File: src/rtl/gpu_l2_arbiter.sv
// Round-robin arbiter for NUM_REQ shader clusters sharing one L2 port; one transaction in flight at a time.
// Grant is combinational in IDLE, the response one cycle after L2 completes; requesters stall (ready=0) while a command is busy.
module gpu_l2_arbiter #(
    parameter int NUM_REQ     = 2,
    parameter int ADDR_W      = 40,
    parameter int DATA_W      = 256,
    parameter int TIMEOUT_CYC = 1024
) (
    input  logic                        clk_i,
    input  logic                        rst_n_i,
    input  logic                        enable_i,
    input  logic [NUM_REQ-1:0]          req_valid_i,
    input  logic [NUM_REQ-1:0]          req_write_i,
    input  logic [NUM_REQ*ADDR_W-1:0]   req_addr_i,
    input  logic [NUM_REQ*DATA_W-1:0]   req_wdata_i,
    output logic [NUM_REQ-1:0]          req_ready_o,
    output logic [NUM_REQ-1:0]          rsp_valid_o,
    output logic [DATA_W-1:0]           rsp_rdata_o,
    output logic                        rsp_err_o,
    output logic                        l2_read_o,
    output logic                        l2_write_o,
    output logic [ADDR_W-1:0]           l2_addr_o,
    output logic [DATA_W-1:0]           l2_wdata_o,
    input  logic                        l2_ready_i,
    input  logic [DATA_W-1:0]           l2_rdata_i,
    output logic                        busy_o,
    output logic                        fault_o
);

    localparam int PTR_W = (NUM_REQ > 1) ? $clog2(NUM_REQ) : 1;
    localparam int CNT_W = $clog2(TIMEOUT_CYC + 1);
    localparam logic [CNT_W-1:0] CNT_LAST = CNT_W'(TIMEOUT_CYC - 1);
    localparam logic [PTR_W-1:0] PTR_LAST = PTR_W'(NUM_REQ - 1);

    typedef enum logic [1:0] {
        IDLE = 2'd0,
        BUSY = 2'd1,
        RESP = 2'd2
    } state_e;

    state_e              state_q, state_d;
    logic [PTR_W-1:0]    rr_ptr_q, rr_ptr_d;
    logic [PTR_W-1:0]    gnt_q, gnt_d;
    logic                wr_q, wr_d;
    logic [ADDR_W-1:0]   addr_q, addr_d;
    logic [DATA_W-1:0]   wdata_q, wdata_d;
    logic [CNT_W-1:0]    cnt_q, cnt_d;
    logic [DATA_W-1:0]   rdata_q, rdata_d;
    logic                err_q, err_d;
    logic                fault_q, fault_d;

    logic                pick_vld;
    logic [PTR_W-1:0]    pick_idx;

    // First valid requester at or after rr_ptr, wrapping, so an idle requester costs no cycle.
    always_comb begin
        pick_vld = 1'b0;
        pick_idx = '0;
        for (int i = 0; i < NUM_REQ; i++) begin
            if (!pick_vld && req_valid_i[(int'(rr_ptr_q) + i) % NUM_REQ]) begin
                pick_vld = 1'b1;
                pick_idx = PTR_W'((int'(rr_ptr_q) + i) % NUM_REQ);
            end
        end
    end

    always_ff @(posedge clk_i or negedge rst_n_i) begin
        if (!rst_n_i) begin
            state_q <= IDLE;
        end else begin
            state_q <= state_d;
        end
    end

    always_comb begin
        state_d     = state_q;
        rr_ptr_d    = rr_ptr_q;
        gnt_d       = gnt_q;
        wr_d        = wr_q;
        addr_d      = addr_q;
        wdata_d     = wdata_q;
        cnt_d       = cnt_q;
        rdata_d     = rdata_q;
        err_d       = err_q;
        fault_d     = 1'b0;
        req_ready_o = '0;
        rsp_valid_o = '0;
        l2_read_o   = 1'b0;
        l2_write_o  = 1'b0;

        unique case (state_q)
            IDLE: begin
                if (enable_i && rst_n_i && pick_vld) begin
                    req_ready_o[pick_idx] = 1'b1;
                    gnt_d    = pick_idx;
                    wr_d     = req_write_i[pick_idx];
                    addr_d   = req_addr_i[int'(pick_idx)*ADDR_W +: ADDR_W];
                    wdata_d  = req_wdata_i[int'(pick_idx)*DATA_W +: DATA_W];
                    rr_ptr_d = (pick_idx == PTR_LAST) ? '0 : pick_idx + 1'b1;
                    cnt_d    = '0;
                    state_d  = BUSY;
                end
            end
            BUSY: begin
                l2_read_o  = !wr_q;
                l2_write_o = wr_q;
                // Completion takes priority over a timeout landing in the same cycle.
                if (l2_ready_i) begin
                    rdata_d = wr_q ? '0 : l2_rdata_i;
                    err_d   = 1'b0;
                    state_d = RESP;
                end else if (cnt_q == CNT_LAST) begin
                    rdata_d = '0;
                    err_d   = 1'b1;
                    fault_d = 1'b1;
                    state_d = RESP;
                end else begin
                    cnt_d = cnt_q + 1'b1;
                end
            end
            RESP: begin
                rsp_valid_o[gnt_q] = 1'b1;
                state_d            = IDLE;
            end
            default: state_d = IDLE;
        endcase
    end

    always_ff @(posedge clk_i or negedge rst_n_i) begin
        if (!rst_n_i) begin
            rr_ptr_q <= '0;
            gnt_q    <= '0;
            wr_q     <= 1'b0;
            addr_q   <= '0;
            wdata_q  <= '0;
            cnt_q    <= '0;
            rdata_q  <= '0;
            err_q    <= 1'b0;
            fault_q  <= 1'b0;
        end else begin
            rr_ptr_q <= rr_ptr_d;
            gnt_q    <= gnt_d;
            wr_q     <= wr_d;
            addr_q   <= addr_d;
            wdata_q  <= wdata_d;
            cnt_q    <= cnt_d;
            rdata_q  <= rdata_d;
            err_q    <= err_d;
            fault_q  <= fault_d;
        end
    end

    assign l2_addr_o   = addr_q;
    assign l2_wdata_o  = wdata_q;
    assign rsp_rdata_o = rdata_q;
    assign rsp_err_o   = err_q;
    assign fault_o     = fault_q;
    assign busy_o      = (state_q != IDLE);

`ifndef SYNTHESIS
    always_ff @(posedge clk_i) begin
        if (rst_n_i) begin
            assert ($onehot0(req_ready_o));
            assert ($onehot0(rsp_valid_o));
            assert (!(l2_read_o && l2_write_o));
        end
    end
`endif

endmodule

File: config.mk
export PLATFORM = sky130hd
export DESIGN_NAME = gpu_l2_arbiter
export DESIGN_NICKNAME = d
export VERILOG_FILES = /design/src/rtl/gpu_l2_arbiter.sv
export SDC_FILE = /design/constraint.sdc
export NUM_CORES = 1
export LEC_CHECK = 0
export ABC_CLOCK_PERIOD_IN_PS = 5800
export BUFFER_PORTS_ARGS = -buffer_cell sky130_fd_sc_hd__buf_2
export CAP_MARGIN = 20
export CORE_AREA = 2 2 559 561
export CTS_CLUSTER_DIAMETER = 30
export DETAILED_ROUTE_END_ITERATION = 8
export DIE_AREA = 0 0 561 563
export GPL_TIMING_DRIVEN = 0
export PLACE_DENSITY = 0.3
export SYNTH_ARGS = -nofsm -noshare
export SYNTH_HDL_FRONTEND = slang
export SYNTH_SLANG_ARGS = --single-unit
File: constraint.sdc
create_clock -name clk_i -period 5.8 [get_ports clk_i]
set_clock_uncertainty 0.2 [all_clocks]
set_input_delay 0.58 -clock clk_i [delete_from_list [all_inputs] [get_ports clk_i]]
set_output_delay 0.58 -clock clk_i [all_outputs]
set_load 0.01 [all_outputs]
==> impl_metrics.toml <==
[grt]
grt_pass1_wl_mm = 294.4
grt_max_degree = 95
overflow = 0
grtUsageTotal = 0.1389
grt_pass1_vias = 31550
antenna_found_initial = 137

[power]
clkPwrFrac = 0.479
p_seq_frac = 0.254
sw_frac_of_total = 0.3285
p_sw_mw = 7.767
power_leakage_nw = 23.77
power_density_nw_per_um2 = 459.5
p_int_mw = 15.87
pwr-share-comb = 0.267
peakVddDrop_v = 0.0002272
power_mw = 23.64

[detailed_routing]
drt_pre_antenna_iters = 7
wl_per_cell_um = 25.03
routed_wl_mm = 228.8
via_per_inst = 3.261
drt_iter0_drc = 1676
drcViolationCount = 0
antenna_left = 0
routed-via-count = 29810

[setup_path]
arrival_ns = 5.62
r2r-end = "l2_wdata_o[77]$_DFFE_PN0P_"
critPathMostFrequentCell = "buf_16"
cp_cell_sequence = "dlygate4sd3_1, buf_8, buf_16, buf_16, buf_16, and4_1, buf_2, buf_2, clkbuf_1, a31oi_1, dlygate4sd3_1"
crit_path_start = "rst_n_i"
r2r_slack_ns = 1.82
critPathMaxStageDelay_ns = 0.70
cp-start-kind = "input pin"
worst-path-max-fanout = 92
cp-endpoint = "l2_wdata_o[12]$_DFFE_PN0P_"
crit_type = "input pin to flop"
rr_startpoint = "rr_ptr_q$_DFFE_PN0P_"
crit_buf_inv = 9
critPathSlowestCell = "clkbuf_1"
crit_family = "buffers and inverters"
r2r_cells = 8
cp.depth = 11
required_ns = 6.28
cp-end-kind = "flop"

[cts]
root_buffer = "clkbuf_16"
cts_tree = "yes"
cts_setup_buffers = 0
insertion_delay_ns = 0.87
cts.sinks = 570
cts_buffers = 209
clk_pin_slew_ns = 0.04
cts-htree-levels = 4
clockBufferDepth = 4

[floorplanning]
coreArea_um2 = 310400
ioPinCount = 1417
row_count = 205
die_w_um = 561
die_h_um = 563
start_util = 0.07490
die-area_um2 = 315800

[yosys]
synth_commonest_cells = "nand2_1, dfrtp_1, nor2_1"
ys_seq_area_frac = 0.6136
postSynthAreaPerCell_um2 = 10.16
syn_nets = 3144
synth_area_leaders = "dfrtp_1, a22o_1, nand2_1"
synthArstFlopShare = 1.000
yosys_warnings = 0
yosysMostFrequentCell = "nand2_1"
ys.flop_type = "dfrtp_1"
synth_top_area_cell = "dfrtp_1"
postSynthCellCount = 2287
syn_area_um2 = 23240
synth-edff-count = 0
netlist.area_leader.share = 0.6136
synth_cell_types = 41
synth_seq_cells = 570

[sta]
fin_crit_sh = 0.8873
relSlewSlack = 0.3303
setup_viol = 0
hold_ws_ns = 0.1013
tightest_slew_ns = 1.005
tns_ns = 0
rsz0062_at_grt = "no"
min_period_ns = 5.146
setup_ws_ns = 0.6537
maxSlewViolCount = 0
finalHoldViolCount = 0
max_clock_freq_ghz = 0.1943

[layout]
final_util = 0.1658
fin_nets = 5609
drive_gt1_frac = 0.3860
instances_no_fill = 9142
area.sequential_um2 = 14260
syn_to_final_growth_pct = 121.4
nFillCells = 35290
multiInputGateArea_um2 = 7938
fin_area_um2 = 51450

[place]
io_buffers = 1416
dpl-instance-area_um2 = 35820
hpwlAfterDp_mm = 191.9
dp_slack_ns = 0.6178
gp_congestion = 0.9060
dp.cells = 7855

[run_status]
outcome = "completed"

[min_path]
hp-class = "input pin to flop"

[run]
drv_cap = 0
[flip-flops by register name (all words and copies together), names as in the netlist]
signal / flops
l2_addr_o: 40
state_q: 2
cnt_q: 11
rr_ptr_q: 1
rsp_rdata_o: 256
gnt_q: 1
l2_wdata_o: 256
wr_q: 1
fault_o: 1
rsp_err_o: 1
[tightest hold or removal path: cells and delay by family]
family                 cells  cell delay [ns]
and+or+nand+nor            1             0.23
AOI/OAI and AO/OA          1             0.14
buffers and inverters      1             0.10
[area by class of cell]
type	instances	area share
Antenna cell	82	0.003988
Sequential cell	570	0.2772
Clock inverter	77	0.02040
Inverter	11	0.0008025
Timing Repair Buffer	2254	0.3043
Tap cell	4140	0.1007
Clock buffer	302	0.1187
Buffer	193	0.01960
Multi-Input combinational cell	1513	0.1543
[layout by cell type (no fill, tap or decap), types with 5 or more instances in the layout]
cell	n
a22o_1	258
a31oi_1	298
buf_16	9
buf_2	1496
buf_4	27
buf_6	10
bufinv_16	16
clkbuf_1	110
clkbuf_16	209
clkbuf_2	5
clkbuf_8	53
clkinv_16	7
clkinv_2	39
clkinv_4	6
dfrtp_1	570
diode_2	82
dlygate4sd3_1	826
inv_1	10
nand2_1	598
nor2_1	308
[timing repair]
item,CTS,global route
endpoints found under the hold margin,733,0
gates resized for setup,0,0
hold buffers,826,0
[worst min-delay path by stage]
| stage | start | end | slack (ns) | depth (start not counted) |
|---|---|---|---|---|
| 6_report | req_wdata_i[356] | l2_wdata_o[100]$_DFFE_PN0P_ | 0.10 | 3 |
| 5_1_grt | req_wdata_i[356] | l2_wdata_o[100]$_DFFE_PN0P_ | 0.05 | 3 |
| 4_1_cts | req_wdata_i[356] | l2_wdata_o[100]$_DFFE_PN0P_ | 0.004 | 3 |
| 3_5_place_dp | rst_n_i | l2_wdata_o[115]$_DFFE_PN0P_ | 0.22 | 1 |
| 3_3_place_gp | rsp_rdata_o[205]$_DFFE_PN0P_ | rsp_rdata_o[205]$_DFFE_PN0P_ | 0.28 | 1 |
| 2_1_floorplan | rst_n_i | cnt_q[0]$_DFFE_PN0P_ | 0.08 | 0 |
[metal layers]
metal	part of all wire	track usage
met5	0.0018	0
met4	0.041	0.05529
met3	0.099	0.05601
met2	0.48	0.2355
met1	0.38	0.1543
[power groups by stage]
stage	registers (mW)	logic [mW]	clock network (mW)
after detailed placement	6.03	5.27	0
after global placement	6.03	5.26	0
after global routing	6.14	6.72	11.8
after CTS	6.00	6.40	11.6
final	6.01	6.31	11.3
after floorplan	6.36	1.46	0
[cells by family after synthesis]
logic type,synth area share
AOI/OAI and AO/OA,0.1869
adders and majority gates,0.0005382
buffers and inverters,0.04489
DFF,0.6136
muxes,0.0009150
and+or+nand+nor,0.1531
Note: power is estimated with default switching activity, not from simulation.
